--- src/rtl/scan_mux_if.sv ---
// scan_mux_if
//   Output stream of scan_mux: a registered word with valid/ready handshake.
//   Parameters:
//     N     number of channels (only used to size out_sel)
//     W     bits per channel
//   Signals:
//     out_valid  word on out_data/out_sel/out_last is valid (driven by master)
//     out_ready  consumer accepts the word when high with out_valid (driven by slave)
//     out_data   registered channel value
//     out_sel    channel index of out_data
//     out_last   word is the last channel of a scan frame
//   Modports: master = scan_mux side, slave = consumer side.
interface scan_mux_if #(
  parameter int N = 32,
  parameter int W = 1
);
  localparam int SELW = $clog2(N);

  logic            out_valid;
  logic            out_ready;
  logic [W-1:0]    out_data;
  logic [SELW-1:0] out_sel;
  logic            out_last;

  modport master (
    output out_valid,
    output out_data,
    output out_sel,
    output out_last,
    input  out_ready
  );

  modport slave (
    input  out_valid,
    input  out_data,
    input  out_sel,
    input  out_last,
    output out_ready
  );
endinterface

--- src/rtl/scan_mux.sv ---
// scan_mux
//   Selects one of N W-bit channels, registers it and presents it on a
//   valid/ready stream. In SCAN mode (mode=0) the channels are swept 0..N-1
//   by a wrapping counter; in FIXED mode (mode=1) the host-chosen fixed_sel
//   is loaded instead and the scan counter is frozen.
//   Parameters:
//     N     number of channels (>=2, any value)
//     W     bits per channel
//     SELW  derived select width, $clog2(N); not to be overridden
//   Ports:
//     clk        rising-edge clock
//     rst_n      asynchronous active-low reset
//     ena        1 = new loads allowed, 0 = drain only
//     clear      synchronous: drop out_valid, scan counter -> 0, state -> IDLE
//     mode       0 = SCAN, 1 = FIXED
//     fixed_sel  channel loaded in FIXED mode (values >= N load data 0)
//     in         channel k occupies in[k*W +: W]
//     ch_mask    (only with SCAN_MUX_MASK_EN) 1 = channel included in scan
//     out_if     output stream (scan_mux_if.master)
//   Build option:
//     SCAN_MUX_MASK_EN  adds ch_mask; SCAN skips masked-off channels and
//                       out_last flags the highest enabled channel.
module scan_mux #(
  parameter  int N    = 32,
  parameter  int W    = 1,
  localparam int SELW = $clog2(N)
) (
  input  logic            clk,
  input  logic            rst_n,
  input  logic            ena,
  input  logic            clear,
  input  logic            mode,
  input  logic [SELW-1:0] fixed_sel,
  input  logic [N*W-1:0]  in,
`ifdef SCAN_MUX_MASK_EN
  input  logic [N-1:0]    ch_mask,
`endif
  scan_mux_if.master      out_if
);

  typedef enum logic [1:0] {
    IDLE,
    RUN,
    DRAIN
  } state_t;

  state_t          state;
  state_t          next_state;

  logic [SELW-1:0] cnt;
  logic [SELW-1:0] cnt_next;
  logic            valid_q;
  logic [W-1:0]    data_q;
  logic [SELW-1:0] sel_q;
  logic            last_q;

  logic            load;
  logic            has_target;
  logic [SELW-1:0] scan_sel;
  logic [SELW-1:0] last_idx;
  logic [SELW-1:0] ld_sel;
  logic [W-1:0]    ld_data;
  logic            ld_last;

`ifdef SCAN_MUX_MASK_EN
  logic [SELW-1:0] first_any;
  logic [SELW-1:0] first_ge;
  logic            found_ge;
`endif

  assign out_if.out_valid = valid_q;
  assign out_if.out_data  = data_q;
  assign out_if.out_sel   = sel_q;
  assign out_if.out_last  = last_q;

  // Scan target selection. The counter points at the first candidate
  // channel; with a mask the loaded channel is the first enabled one at or
  // after the counter, wrapping to the lowest enabled channel.
  always_comb begin
    scan_sel   = cnt;
    has_target = 1'b1;
    last_idx   = SELW'(N - 1);
`ifdef SCAN_MUX_MASK_EN
    first_any  = '0;
    first_ge   = '0;
    found_ge   = 1'b0;
    has_target = |ch_mask;
    for (int i = N - 1; i >= 0; i--) begin
      if (ch_mask[i]) begin
        first_any = SELW'(i);
        if (i >= int'(cnt)) begin
          first_ge = SELW'(i);
          found_ge = 1'b1;
        end
      end
    end
    last_idx = '0;
    for (int i = 0; i < N; i++) begin
      if (ch_mask[i]) begin
        last_idx = SELW'(i);
      end
    end
    scan_sel = found_ge ? first_ge : first_any;
`endif
  end

  // Word to load: scan or fixed select, the matching channel slice (zero
  // when no channel matches, i.e. fixed_sel >= N), and the frame-end flag.
  always_comb begin
    ld_sel  = mode ? fixed_sel : scan_sel;
    ld_last = !mode && (scan_sel == last_idx);
    ld_data = '0;
    for (int k = 0; k < N; k++) begin
      if (ld_sel == SELW'(k)) begin
        ld_data = in[k*W +: W];
      end
    end
    cnt_next = (scan_sel == SELW'(N - 1)) ? '0 : scan_sel + 1'b1;
    load     = ena && !clear && (!valid_q || out_if.out_ready) &&
               (mode || has_target);
  end

  // Control state register.
  always_ff @(posedge clk or negedge rst_n) begin
    if (!rst_n) begin
      state <= IDLE;
    end else begin
      state <= next_state;
    end
  end

  // Next state: DRAIN keeps the held word until it is taken, clear always
  // returns to IDLE.
  always_comb begin
    next_state = state;
    case (state)
      IDLE:    if (ena) next_state = RUN;
      RUN:     if (!ena) next_state = DRAIN;
      DRAIN: begin
        if (ena) begin
          next_state = RUN;
        end else if (!valid_q || out_if.out_ready) begin
          next_state = IDLE;
        end
      end
      default: next_state = IDLE;
    endcase
    if (clear) begin
      next_state = IDLE;
    end
  end

  // Output word and scan counter. Output regs change only on a load, so a
  // stalled word stays frozen regardless of in[] or mode.
  always_ff @(posedge clk or negedge rst_n) begin
    if (!rst_n) begin
      valid_q <= 1'b0;
      data_q  <= '0;
      sel_q   <= '0;
      last_q  <= 1'b0;
      cnt     <= '0;
    end else if (clear) begin
      valid_q <= 1'b0;
      cnt     <= '0;
    end else if (load) begin
      valid_q <= 1'b1;
      data_q  <= ld_data;
      sel_q   <= ld_sel;
      last_q  <= ld_last;
      if (!mode) begin
        cnt <= cnt_next;
      end
    end else if (out_if.out_ready) begin
      valid_q <= 1'b0;
    end
  end

endmodule
--- src/flat_wrapper.sv ---
// flat-port wrapper written by rule: the top's interface ports become plain ports
module scan_mux_flat 
#(
  parameter  int N    = 32,
  parameter  int W    = 1,
  localparam int SELW = $clog2(N)
)
  (clk, rst_n, ena, clear, mode, fixed_sel, in, out_if_out_valid, out_if_out_data, out_if_out_sel, out_if_out_last, out_if_out_ready);
  scan_mux_if #(.N(N), .W(W)) out_if_i ();
  input  logic clk;
  input  logic rst_n;
  input  logic ena;
  input  logic clear;
  input  logic mode;
  input  logic [SELW-1:0] fixed_sel;
  input  logic [N*W-1:0] in;
  output wire logic [$bits(out_if_i.out_valid)-1:0] out_if_out_valid;
  output wire logic [$bits(out_if_i.out_data)-1:0] out_if_out_data;
  output wire logic [$bits(out_if_i.out_sel)-1:0] out_if_out_sel;
  output wire logic [$bits(out_if_i.out_last)-1:0] out_if_out_last;
  input wire logic [$bits(out_if_i.out_ready)-1:0] out_if_out_ready;
  assign out_if_out_valid = out_if_i.out_valid;
  assign out_if_out_data = out_if_i.out_data;
  assign out_if_out_sel = out_if_i.out_sel;
  assign out_if_out_last = out_if_i.out_last;
  assign out_if_i.out_ready = out_if_out_ready;
  scan_mux #(.N(N), .W(W)) u_core (.clk(clk), .rst_n(rst_n), .ena(ena), .clear(clear), .mode(mode), .fixed_sel(fixed_sel), .in(in), .out_if(out_if_i));
endmodule
--- config.mk ---
export PLATFORM = sky130hd
export DESIGN_NAME = scan_mux_flat
export DESIGN_NICKNAME = d
export VERILOG_FILES = /design/src/rtl/scan_mux_if.sv /design/src/rtl/scan_mux.sv /design/src/flat_wrapper.sv
export SDC_FILE = /design/constraint.sdc
export NUM_CORES = 1
export LEC_CHECK = 0
export BUFFER_PORTS_ARGS = -buffer_cell sky130_fd_sc_hd__buf_2
export CORE_ASPECT_RATIO = 1.4
export CORE_MARGIN = 2
export CORE_UTILIZATION = 47
export DETAILED_ROUTE_END_ITERATION = 10
export PLACE_DENSITY_LB_ADDON = 0.25
export SLEW_MARGIN = 10
export SYNTH_ARGS = -nofsm -noshare
export SYNTH_HDL_FRONTEND = slang
export SYNTH_SLANG_ARGS = --single-unit
--- constraint.sdc ---
create_clock -name clk -period 1.8 [get_ports clk]
set_clock_uncertainty 0.05 [all_clocks]
set_input_delay 0.45 -clock clk [delete_from_list [all_inputs] [get_ports clk]]
set_output_delay 0.45 -clock clk [all_outputs]
set_load 0.05 [all_outputs]
---- Word level (Yosys, flattened, before mapping) ----
Index checks and enable logic that the tools add are counted.
operators by class
  muxes and demuxes ....................... 40
  add/sub/neg operators ................... 1
  bitwise logic cells ..................... 1
  reductions and logical operators ........ 12
  equal/unequal tests ..................... 33
operators with widths
  cell                                                 number
  equality test 5 bit, second input constant           17
  equality test 5 x 4 -> 1 bit, second input constant  8
  2-to-1 mux 1 bit                                     35
  2-to-1 mux 5 bit                                     5
  equality test 5 x 3 -> 1 bit, second input constant  4
  equality test 5 x 2 -> 1 bit, second input constant  2
  adder 5 x 1 -> 5 bit, second input constant          1
  equality test 5 x 1 -> 1 bit, second input constant  1
  logical NOT 5 bit                                    1
  AND reduction 2 bit                                  2
  logical AND 1 bit                                    3
  logical NOT 1 bit                                    3
  nonzero test 3 bit                                   1
  inequality test 2 bit, second input constant         1
  nonzero test 2 bit                                   1
  logical OR 1 bit                                     1
  inverter 1 bit                                       1
word-level totals
  input port bits ......................... 43
  word-level logic and storage cells ...... 92
  register bits ........................... 13

---- Depth between registers and ports, before layout ----
Gate-level depths: netlist of the first run.
  depth after elaboration ................. 34
  gate-level depth with buffers ........... 10
  mapped depth without buffers ............ 7

---- Worst setup path after synthesis of the first run ----
No wires, ideal clock.
  path kind ............................... reg-to-reg
  from .................................... register u_core.valid_q, in the netlist u_core.out_if.out_valid
  to ...................................... register u_core.cnt[3]
  path buffers ............................ 0
  data arrival time ....................... 1.854 ns
  clock period less this slack ............ 1.982 ns
  cell stages (with the launch flop) ...... 6
  path slack .............................. -0.182 ns
  path through ............................ dfrtp_1 -> nor2b_1 -> nor3b_4 -> nand2b_1 -> or4_1 -> a21oi_1
on the way
  cells in the longest elaborated chain, start to end .. 5
RTL lines
  element                               line             RTL
  start: declaration                    scan_mux.sv:52   logic valid_q;
  start signal: assignment              scan_mux.sv:157  valid_q <= 1'b0;
  start signal: assignment              scan_mux.sv:163  valid_q <= 1'b0;
  start signal: assignment              scan_mux.sv:166  valid_q <= 1'b1;
  logical NOT 1 bit                     scan_mux.sv:119  load = ena && !clear && (!valid_q || out_if.out_ready) &&
  logical OR 1 bit                      scan_mux.sv:119
  logical AND 1 bit                     scan_mux.sv:119
  nonzero test 2 bit (no source line)   n/a
  AND reduction 2 bit (no source line)  n/a
  end signal: assignment                scan_mux.sv:171  cnt <= cnt_next;
  end: declaration                      scan_mux.sv:50   logic [SELW-1:0] cnt;
No other way between the ends.
A chain may end at the register's enable or synchronous reset.

---- Final worst setup path of the first run ----
  from .................................... register u_core.cnt[1]
  to ...................................... register u_core.data_q, in the netlist u_core.out_if.out_data
on the way
  cells in the longest elaborated chain, start to end .. 34
RTL lines
  element                          line             RTL
  2-to-1 mux 5 bit *               scan_mux.sv:110  ld_sel = mode ? fixed_sel : scan_sel;
  logical NOT 5 bit                scan_mux.sv:114  if (ld_sel == SELW'(k)) begin
  2-to-1 mux 1 bit (31 in series)  scan_mux.sv:114
  2-to-1 mux 1 bit *               scan_mux.sv:114
  end signal: assignment           scan_mux.sv:167  data_q <= ld_data;
  end: declaration                 scan_mux.sv:53   logic [W-1:0] data_q;
Every way passes the cells marked *; elsewhere a longest branch is shown, timed or not.

==> reports/qor.txt, run 1 <==
RUN STATUS
--------------------------------------------------------------------------------------
Run status                                                                finished, violations left
Failing checks                                                            setup timing

GLOBAL ROUTING
--------------------------------------------------------------------------------------
Total congestion overflow                                                            0
Vias in the first global route                                                    2071
First-pass GRT wire length                                                     9210 um
Maximum number of pins on one net before global-route repair                        18
Number of antenna violations at the first check in global routing                    0
Total global routing track utilization                                           0.309

STA
--------------------------------------------------------------------------------------
Worst Slack Setup Final                                                      -0.193 ns
Final count of pins violating max slew                                               0
Count of endpoints failing setup in the final report                                 3
Worst rel slew slack                                                             0.740
Fin crit share                                                                    1.11
Setup repair after global routing missed its margin                                yes
Max frequency                                                                0.502 GHz
Hold Violations, Final                                                               0
Worst-margin pin slew                                                         0.390 ns
Min cycle time layout                                                          1.99 ns

YOSYS
--------------------------------------------------------------------------------------
Share of synthesized cell area in and, or, nand and nor gates                    0.291
#FFs+latches synth                                                                  13
Post-synthesis compound-gate area fraction                                       0.369
Post-synthesis net count                                                           259
Gate count after technology mapping                                                214
Post-synth EDFFs                                                                     0
Main synth FF type                                                        sky130_fd_sc_hd__dfrtp_1
Main combinational cell family by area after synthesis                    compound AO/OA/AOI/OAI gates
Ys async rst share                                                                1.00
Post-synthesis xor/xnor area fraction                                                0
Seq/Total Area, Yosys                                                            0.190
Mux share of post-synthesis cell area                                           0.0467
Post-synthesis adder-cell area fraction                                         0.0146
Yosys warning count                                                                  0
Netlist area before placement                                                1710 um^2
Mapped Avg Cell Area                                                         8.01 um^2
Cell variety after synth                                                            69

SETUP PATH
--------------------------------------------------------------------------------------
Worst-path maximum fanout                                                            4
Launching element type of the critical path                                       flop
FF-to-FF Start                                                            u_core.cnt[1]
Kind of capture point of the worst setup path                                     flop
Crit path DAT                                                                  2.06 ns
Startpoint of the worst setup timing path                                 u_core.cnt[1]
Required @ worst endpoint                                                      1.87 ns
Critical setup path kind                                                       reg2reg

CLOCKING
--------------------------------------------------------------------------------------
Sink count of the clock tree                                                        13
Deepest level of the CTS H-tree                                                      1
Clock slew at the register clock pins of the worst setup and hold paths        0.05 ns
Buffer levels on the longest clock path                                              2
Clock buffer count from CTS                                                          3
Clock latency reported for the late side of the worst-skew pair                0.24 ns
CTS tree                                                                          done
CTS root buffer                                                           sky130_fd_sc_hd__clkbuf_8
Number of buffers inserted for hold repair after clock tree synthesis                0

POWER AND IR DROP
--------------------------------------------------------------------------------------
Total power divided by cell area                                           419 nW/um^2
Worst VDD drop                                                                  450 uV
Total Power                                                                    1120 uW
Leakage                                                                     0.00122 uW

DETAILED ROUTING
--------------------------------------------------------------------------------------
Number of nets with antenna violations after detailed routing                        0
Number of DRC violations after detailed-routing iteration 0                         69
Wire length per cell after detailed routing                                    16.7 um
Final wirelength                                                               6220 um
Post-detailed-route via-to-cell ratio                                             5.93
Number of detailed-route iterations in the first pass                                4
Vias                                                                              2213
DRC violation count after routing                                                    0

PLACEMENT
--------------------------------------------------------------------------------------
Worst-case setup slack after placement                                       -0.404 ns
DPL Wire Length                                                                4480 um
Number of I/O port buffers                                                          50
Final weighted congestion in routability-driven placement                        0.957

FLOORPLAN
--------------------------------------------------------------------------------------
Number of top-level pins                                                            51
Die area                                                                     4150 um^2
DIE HEIGHT                                                                     75.5 um
Std-Cell Core Area                                                           3580 um^2
Initial Utilization                                                              0.479
Horizontal die dimension                                                       55.0 um
Cell Rows                                                                           26

LAYOUT
--------------------------------------------------------------------------------------
Fillers                                                                            297
Most common cell after layout, fill and taps aside                        sky130_fd_sc_hd__buf_4
Area Growth Syn to Fin                                                           56.2%
Number of antenna cells inserted                                                     0
Number of nets in the final layout                                                 377
Fraction of final layout cells with drive strength greater than 1                0.526
Most frequent cells in the layout                                         sky130_fd_sc_hd__buf_4 (73), sky130_fd_sc_hd__buf_2 (49), sky130_fd_sc_hd__a21oi_1 (22)

WORST HOLD PATH
--------------------------------------------------------------------------------------
Class of the tightest hold or removal check                                   in2async

FLOW RUN
--------------------------------------------------------------------------------------
Maximum Capacitance Violations                                                       0

==> sequential cells by signal (all words and copies together) (netlist names) <==
register                 flops
u_core.cnt                   5
u_core.out_if.out_sel        5
u_core.out_if.out_valid      1
u_core.out_if.out_data       1
u_core.out_if.out_last       1
==> kinds of logic after synthesis <==
kind of cell               after synthesis
and+or+nand+nor                         81
adders and majority gates                2
DFF                                     13
AOI/OAI and AO/OA                       87
muxes                                    7
buffers and inverters                   24
==> power by group <==
part	switching [uW]	internal, uW	total [uW]	leakage, uW
logic	305	223	528	0.00103
clock network	103	156	260	0.0000228
registers	14.2	319	333	0.000161
total	423	698	1120	0.00122
==> what timing repair did <==
item,in CTS,in global routing
setup endpoints to repair,5,3
resized for setup,18,12
pin swaps,7,5
setup buffers,10,2
==> final timing paths <==
| path | end | cells after the start | slack (ns) |
|---|---|---|---|
| setup / recovery | u_core.out_if.out_data | 8 | -0.19 |
| hold / removal | u_core.out_if.out_sel[1] | 1 | 0.04 |
| setup reg to reg | u_core.out_if.out_data | 8 | -0.19 |
| hold reg to reg | u_core.out_if.out_sel[1] | 2 | 0.48 |
| max in group asynchronous | u_core.out_if.out_valid | 1 | 1.40 |
| min in group clk | u_core.out_if.out_valid | 3 | 0.40 |
==> per-stage QoR <==
step	setup TNS, ns	hold slack [ns]	instances	utilization	instance area [um^2]
after floorplan	-0.188	0.104	214	-	1730
after global placement	-0.728	0.301	357	0.669	2390
after detailed placement	-0.894	0.309	357	0.669	2390
after CTS	-0.217	0.0433	371	0.725	2590
after global routing	-0.524	0.0617	373	0.748	2680
final	-0.379	0.0422	373	0.748	2680
==> metal layers <==
| metal | vias to the layer above | routed length, um | track usage |
|---|---|---|---|
| met5 | - | 0 | 0 |
| li1 | 1054 | - | - |
| met2 | 77 | 3270 | 0.562 |
| met3 | 22 | 316 | 0.0294 |
| met4 | 0 | 252 | 0.138 |
| met1 | 1060 | 2380 | 0.354 |
==> critical path: stages, from the launching register on <==
cell                       delay, ns
sky130_fd_sc_hd__dfrtp_2        0.46
sky130_fd_sc_hd__buf_6          0.15
sky130_fd_sc_hd__nor2b_4        0.13
sky130_fd_sc_hd__a211o_1        0.21
sky130_fd_sc_hd__a22oi_2        0.10
sky130_fd_sc_hd__a211oi_2       0.22
sky130_fd_sc_hd__o311ai_2       0.13
sky130_fd_sc_hd__nor4_1         0.30
sky130_fd_sc_hd__a21oi_1        0.11
==> layout make-up <==
cell class | instances | area, um^2 | share of cell area
multi-input combinational | 177 | 1360 | 0.506
clock buffer | 4 | 45.0 | 0.0168
sequential | 13 | 329 | 0.123
inverter | 10 | 37.5 | 0.0140
timing repair buffer | 127 | 858 | 0.321
tap | 42 | 52.6 | 0.0196
==> synth_stat cells, types with 2 or more instances <==
master / number / area (um^2)
sky130_fd_sc_hd__a211o_1: 2 / 17.5
sky130_fd_sc_hd__a211oi_1: 6 / 45.0
sky130_fd_sc_hd__a211oi_2: 2 / 25.0
sky130_fd_sc_hd__a21oi_1: 24 / 120
sky130_fd_sc_hd__a2bb2oi_1: 2 / 17.5
sky130_fd_sc_hd__a31oi_1: 3 / 18.8
sky130_fd_sc_hd__and3b_1: 2 / 17.5
sky130_fd_sc_hd__buf_2: 4 / 20.0
sky130_fd_sc_hd__buf_6: 7 / 78.8
sky130_fd_sc_hd__clkbuf_1: 2 / 7.51
sky130_fd_sc_hd__dfrtp_1: 13 / 325
sky130_fd_sc_hd__ha_1: 2 / 25.0
sky130_fd_sc_hd__inv_1: 10 / 37.5
sky130_fd_sc_hd__mux2i_1: 4 / 40.0
sky130_fd_sc_hd__nand2_1: 9 / 33.8
sky130_fd_sc_hd__nand2b_1: 5 / 31.3
sky130_fd_sc_hd__nand3_1: 7 / 35.0
sky130_fd_sc_hd__nand3b_1: 3 / 22.5
sky130_fd_sc_hd__nand4b_1: 2 / 17.5
sky130_fd_sc_hd__nor2_1: 19 / 71.3
sky130_fd_sc_hd__nor2_2: 2 / 12.5
sky130_fd_sc_hd__nor2b_1: 5 / 31.3
sky130_fd_sc_hd__nor2b_4: 2 / 27.5
sky130_fd_sc_hd__nor3_1: 5 / 25.0
sky130_fd_sc_hd__nor3b_1: 3 / 22.5
sky130_fd_sc_hd__nor3b_2: 2 / 25.0
sky130_fd_sc_hd__nor4_1: 2 / 12.5
sky130_fd_sc_hd__o211a_1: 2 / 20.0
sky130_fd_sc_hd__o211ai_1: 4 / 30.0
sky130_fd_sc_hd__o21a_1: 4 / 30.0
sky130_fd_sc_hd__o21ai_0: 13 / 65.1
sky130_fd_sc_hd__o21ai_1: 2 / 10.0
sky130_fd_sc_hd__o21ai_2: 2 / 17.5
sky130_fd_sc_hd__o221ai_1: 3 / 26.3
Power figures use the tool's default switching activity.
==> run 2, diff against run 1 <==
- CAP_MARGIN: unset -> 20
- CORE_UTILIZATION: 47 -> 52
- clock period: 1.8 -> 2.2 ns (I/O delays scaled with it)
==> run 2 against run 1 <==
The run now ends clean. Combinational power is 24% lower. Register-to-register slack better by 0.28 ns. Utilization decreased by 0.71 points. Maximum frequency fell by 5.9%. Non-clock buffer count down 33. Critical path type unchanged. Critical endpoint unchanged.
==> reports/qor.txt, run 2 (synthesis gave the netlist of run 1 again) <==
POWER AND IR DROP
--------------------------------------------------------------------------------------
Worst VDD drop                                                                  409 uV
Total power divided by cell area                                           383 nW/um^2
Total Power                                                                     886 uW
Leakage                                                                     0.00104 uW

CLOCKING
--------------------------------------------------------------------------------------
Buffer levels on the longest clock path                                              2
Clock latency reported for the late side of the worst-skew pair                0.25 ns
Deepest level of the CTS H-tree                                                      1
Clock slew at the register clock pins of the worst setup and hold paths        0.05 ns
CTS tree                                                                          done
CTS root buffer                                                           sky130_fd_sc_hd__clkbuf_8
Sink count of the clock tree                                                        13
Number of buffers inserted for hold repair after clock tree synthesis                0
Clock buffer count from CTS                                                          3

DETAILED ROUTING
--------------------------------------------------------------------------------------
Post-detailed-route via-to-cell ratio                                             5.96
Number of DRC violations after detailed-routing iteration 0                         55
Number of detailed-route iterations in the first pass                                4
Vias                                                                              2010
DRC violation count after routing                                                    0
Final wirelength                                                               5520 um
Wire length per cell after detailed routing                                    16.4 um
Number of nets with antenna violations after detailed routing                        0

GLOBAL ROUTING
--------------------------------------------------------------------------------------
Number of antenna violations at the first check in global routing                    0
Maximum number of pins on one net before global-route repair                        17
Met2 Usage GRT                                                                   0.561
Total congestion overflow                                                            0
Most Crowded Layer GR                                                             met2
Met1 Resource Use GR                                                             0.359
Met3 GRT Util                                                                   0.0267
Vias in the first global route                                                    1920
First-pass GRT wire length                                                     8700 um
Total global routing track utilization                                           0.304

FLOORPLAN
--------------------------------------------------------------------------------------
Number of top-level pins                                                            51
Cell Rows                                                                           24
DIE HEIGHT                                                                     71.9 um
Horizontal die dimension                                                       52.5 um
Std-Cell Core Area                                                           3120 um^2
Die area                                                                     3780 um^2
Initial Utilization                                                              0.549

SETUP PATH
--------------------------------------------------------------------------------------
Critical setup path kind                                                       reg2reg
Worst-path maximum fanout                                                            5
Required @ worst endpoint                                                      2.27 ns
Crit path DAT                                                                  2.19 ns
Launching element type of the critical path                                       flop
Kind of capture point of the worst setup path                                     flop

STA
--------------------------------------------------------------------------------------
Fin crit share                                                                   0.963
Setup repair after global routing missed its margin                                 no
Max frequency                                                                0.472 GHz
Worst rel slew slack                                                             0.729
Min cycle time layout                                                          2.12 ns
Worst Slack Setup Final                                                      0.0822 ns
Count of endpoints failing setup in the final report                                 0
Final count of pins violating max slew                                               0
Worst-margin pin slew                                                         0.403 ns
Hold Violations, Final                                                               0

LAYOUT
--------------------------------------------------------------------------------------
Fillers                                                                            276
Footprint of the flip-flops and latches                                       327 um^2
Area of the multi-input gates                                                1270 um^2
Most common cell after layout, fill and taps aside                        sky130_fd_sc_hd__buf_2
Utilization of the core after routing                                            0.741
Area Growth Syn to Fin                                                           35.0%
Fraction of final layout cells with drive strength greater than 1                0.426
Number of nets in the final layout                                                 344
Most frequent cells in the layout                                         sky130_fd_sc_hd__buf_2 (49), sky130_fd_sc_hd__buf_4 (43), sky130_fd_sc_hd__a21oi_1 (24)
Number of antenna cells inserted                                                     0
Final design area excluding fillers                                          2310 um^2
Non-filler cells in the finished layout                                            337

PLACEMENT
--------------------------------------------------------------------------------------
Worst-case setup slack after placement                                       -0.217 ns
Instance area at placement                                                   2210 um^2
DPL Wire Length                                                                4370 um
Number of I/O port buffers                                                          50
Final weighted congestion in routability-driven placement                        0.869
Number of cells after detailed placement                                           331

WORST HOLD PATH
--------------------------------------------------------------------------------------
Class of the tightest hold or removal check                                   in2async

FLOW RUN
--------------------------------------------------------------------------------------
Maximum Capacitance Violations                                                       0

RUN STATUS
--------------------------------------------------------------------------------------
Run status                                                                complete, no violations

run 2: cell types whose count changed in the layout (fill, tap and decap cells not counted), sizes merged:
cell | before | now
buf | 127 | 94
run 2: what timing repair did:
item / CTS / global route
buffers inserted: 0 / 2
endpoints found under the setup margin: 0 / 1
gates resized for setup: 0 / 11
run 2: power by group:
group / internal (uW) / switching [uW] / total [uW]
clock network: 128 / 86.4 / 215
registers: 260 / 11.7 / 272
logic: 162 / 238 / 399
total: 550 / 336 / 886
run 2: metrics by stage:
stage	setup TNS, ns	hold WS [ns]
final	0	0.141
after global routing	0	0.162
after global placement	-0.195	0.399
after CTS	0	0.142
after floorplan	0	0.204
after detailed placement	-0.217	0.409
run 2: area by class of cell:
cell class,count,share of cell area
multi-input cells,177,0.547
well taps,39,0.0211
flip-flops and latches,13,0.141
clock buffers,4,0.0195
repair buffers,94,0.255
inverters,10,0.0162
run 2: critical path, stage by stage (launching register included):
cell and delay (ns):
sky130_fd_sc_hd__dfrtp_1 0.41, sky130_fd_sc_hd__buf_4 0.17, sky130_fd_sc_hd__nor3_1 0.36, sky130_fd_sc_hd__nor2_2 0.12
sky130_fd_sc_hd__buf_4 0.15, sky130_fd_sc_hd__nor2_1 0.14, sky130_fd_sc_hd__o21ai_0 0.13, sky130_fd_sc_hd__nor3b_2 0.18
sky130_fd_sc_hd__o221ai_1 0.22, sky130_fd_sc_hd__a21oi_1 0.07
run 2: final timing paths:
path,from,to,slack [ns],depth (start not counted)
setup / recovery,u_core.cnt[0],u_core.out_if.out_data,0.08,9
hold / removal,rst_n,u_core.out_if.out_sel[1],0.14,1
setup reg to reg,u_core.cnt[0],u_core.out_if.out_data,0.08,9
hold reg to reg,u_core.out_if.out_sel[2],u_core.out_if.out_sel[2],0.48,2
max in group asynchronous,rst_n,u_core.cnt[2],1.70,1
min in group clk,u_core.out_if.out_sel[2],u_core.out_if.out_sel[2],0.48,2
run 2: metal layers:
metal  wire (um)  share of wire
met5           0              0
met4          93          0.017
met1        2290           0.42
met2        2920           0.53
met3         214          0.039
==> run 3, diff against run 2 <==
- PLACE_DENSITY: unset -> 0.79
- PLACE_DENSITY_LB_ADDON: 0.25 -> unset
==> run 3 against run 2 <==
Maximum frequency up 0.85%. Via count up 0.75%. Largest power group unchanged. Final cell count down 1.8%. Critical path depth down 2. Register-to-register slack better by 0.02 ns. Combinational power down 1%. Sequential power about the same. Largest cell class unchanged. Non-clock buffer count down 6. Critical endpoint unchanged.
==> reports/qor.txt, run 3 (synthesis gave the netlist of run 1 again) <==
GLOBAL ROUTING
--------------------------------------------------------------------------------------
Total global routing track utilization                                           0.291
Total congestion overflow                                                            0
First-pass GRT wire length                                                     8450 um
Vias in the first global route                                                    1937
Number of antenna violations at the first check in global routing                    0
Maximum number of pins on one net before global-route repair                        15

SETUP PATH
--------------------------------------------------------------------------------------
Family of cells with the greatest summed delay on the critical path       compound AO/OA/AOI/OAI gates
Crit path DAT                                                                  2.21 ns
Number of buffers and inverters on the critical path                                 0
Required @ worst endpoint                                                      2.31 ns
Slowest cell on crit path                                                 sky130_fd_sc_hd__dfrtp_1
Crit-path cells                                                           nor3b_1 -> o21ai_1 -> a31oi_1 -> nor3_1 -> nor3b_1 -> o221ai_1 -> a21oi_1
Worst-path maximum fanout                                                           13
Critical path's largest stage delay                                            0.61 ns
Most used cell, CP                                                        sky130_fd_sc_hd__nor3b_1
Kind of capture point of the worst setup path                                     flop
Critical setup path kind                                                       reg2reg
Launching element type of the critical path                                       flop

FLOORPLAN
--------------------------------------------------------------------------------------
Number of top-level pins                                                            51
Initial Utilization                                                              0.549
Cell Rows                                                                           24
Std-Cell Core Area                                                           3120 um^2
DIE HEIGHT                                                                     71.9 um
Horizontal die dimension                                                       52.5 um
Die area                                                                     3780 um^2

DETAILED ROUTING
--------------------------------------------------------------------------------------
DRC violation count after routing                                                    0
Post-detailed-route via-to-cell ratio                                             6.12
Number of DRC violations after detailed-routing iteration 0                         85
Wire length per cell after detailed routing                                    15.9 um
Final wirelength                                                               5250 um
Number of nets with antenna violations after detailed routing                        0
Number of detailed-route iterations in the first pass                                6
Vias                                                                              2025

PLACEMENT
--------------------------------------------------------------------------------------
Worst-case setup slack after placement                                      -0.0671 ns
Number of I/O port buffers                                                          50
DPL Wire Length                                                                4170 um
Instance area at placement                                                   2210 um^2
Final weighted congestion in routability-driven placement                        0.943

LAYOUT
--------------------------------------------------------------------------------------
Most common cell after layout, fill and taps aside                        sky130_fd_sc_hd__buf_2
Utilization of the core after routing                                            0.726
Area Growth Syn to Fin                                                           32.3%
Most frequent cells in the layout                                         sky130_fd_sc_hd__buf_2 (50), sky130_fd_sc_hd__buf_4 (36), sky130_fd_sc_hd__a21oi_1 (24)
Number of antenna cells inserted                                                     0
Final design area excluding fillers                                          2270 um^2
Fillers                                                                            261
Number of nets in the final layout                                                 338
Fraction of final layout cells with drive strength greater than 1                0.404

POWER AND IR DROP
--------------------------------------------------------------------------------------
Leakage                                                                     0.00100 uW
Worst VDD drop                                                                  433 uV
Total power divided by cell area                                           387 nW/um^2

CLOCKING
--------------------------------------------------------------------------------------
Post-cts gate resize count                                                           0
CTS root buffer                                                           sky130_fd_sc_hd__clkbuf_8
Clock slew at the register clock pins of the worst setup and hold paths        0.06 ns
Buffer levels on the longest clock path                                              2
Post-CTS repair timing setup buffer count                                            0
Number of buffers inserted for hold repair after clock tree synthesis                0
Sink count of the clock tree                                                        13
Clock buffer count from CTS                                                          3
CTS tree                                                                          done
Deepest level of the CTS H-tree                                                      1
Clock latency reported for the late side of the worst-skew pair                0.24 ns

STA
--------------------------------------------------------------------------------------
Hold Violations, Final                                                               0
Fin crit share                                                                   0.955
Worst Slack Setup Final                                                       0.100 ns
Worst-margin pin slew                                                         0.433 ns
Count of endpoints failing setup in the final report                                 0
Final count of pins violating max slew                                               0
Setup total negative slack                                                        0 ns
Setup repair after global routing missed its margin                                 no
Min cycle time layout                                                          2.10 ns
Hold Worst Slack                                                              0.144 ns
Worst rel slew slack                                                             0.712
Max frequency                                                                0.476 GHz

WORST HOLD PATH
--------------------------------------------------------------------------------------
Class of the tightest hold or removal check                                   in2async

RUN STATUS
--------------------------------------------------------------------------------------
Run status                                                                complete, no violations

FLOW RUN
--------------------------------------------------------------------------------------
Maximum Capacitance Violations                                                       0

run 3: cell types whose count changed in the layout (fill, tap and decap cells not counted), moves of 2 or more:
cell and change:
sky130_fd_sc_hd__buf_6 -2, sky130_fd_sc_hd__nor3b_2 -2, sky130_fd_sc_hd__buf_12 +2, sky130_fd_sc_hd__nor3b_1 +2, sky130_fd_sc_hd__buf_4 -7
run 3: per-stage QoR:
step / power, uW / std cells
floorplan: 517 / 214
global route: 923 / 331
detailed placement: 664 / 327
CTS: 877 / 331
global placement: 659 / 327
finish: 878 / 331
run 3: worst paths after layout:
| path | startpoint | end | slack, ns | cells past startpoint |
|---|---|---|---|---|
| min in group clk | u_core.out_if.out_sel[3] | u_core.out_if.out_sel[3] | 0.47 | 2 |
| worst max register to register | u_core.cnt[2] | u_core.out_if.out_data | 0.10 | 7 |
| max in group asynchronous | rst_n | u_core.cnt[1] | 1.70 | 1 |
| worst min-delay path | rst_n | u_core.cnt[2] | 0.14 | 1 |
| worst min register to register | u_core.out_if.out_sel[3] | u_core.out_if.out_sel[3] | 0.47 | 2 |
| worst max-delay path | u_core.cnt[2] | u_core.out_if.out_data | 0.10 | 7 |
run 3: final cells by class:
cell class / instances / area [um^2] / area share
Tap cell: 39 / 48.8 / 0.0215
Multi-Input combinational cell: 177 / 1250 / 0.550
Inverter: 10 / 37.5 / 0.0166
Sequential cell: 13 / 328 / 0.145
Clock buffer: 4 / 45.0 / 0.0199
Timing Repair Buffer: 88 / 561 / 0.247
run 3: layer usage:
metal | global-route usage | vias up | wire length (um)
met1 | 0.352 | 938 | 2110
met3 | 0.0247 | 25 | 264
met4 | 0.142 | 0 | 207
met2 | 0.506 | 89 | 2670
li1 | - | 973 | -
met5 | 0 | - | 0
run 3: report_power, final:
group          internal (uW)  switching [uW]
clock network            128            83.1
registers                260            13.7
logic                    161             233
total                    549             329
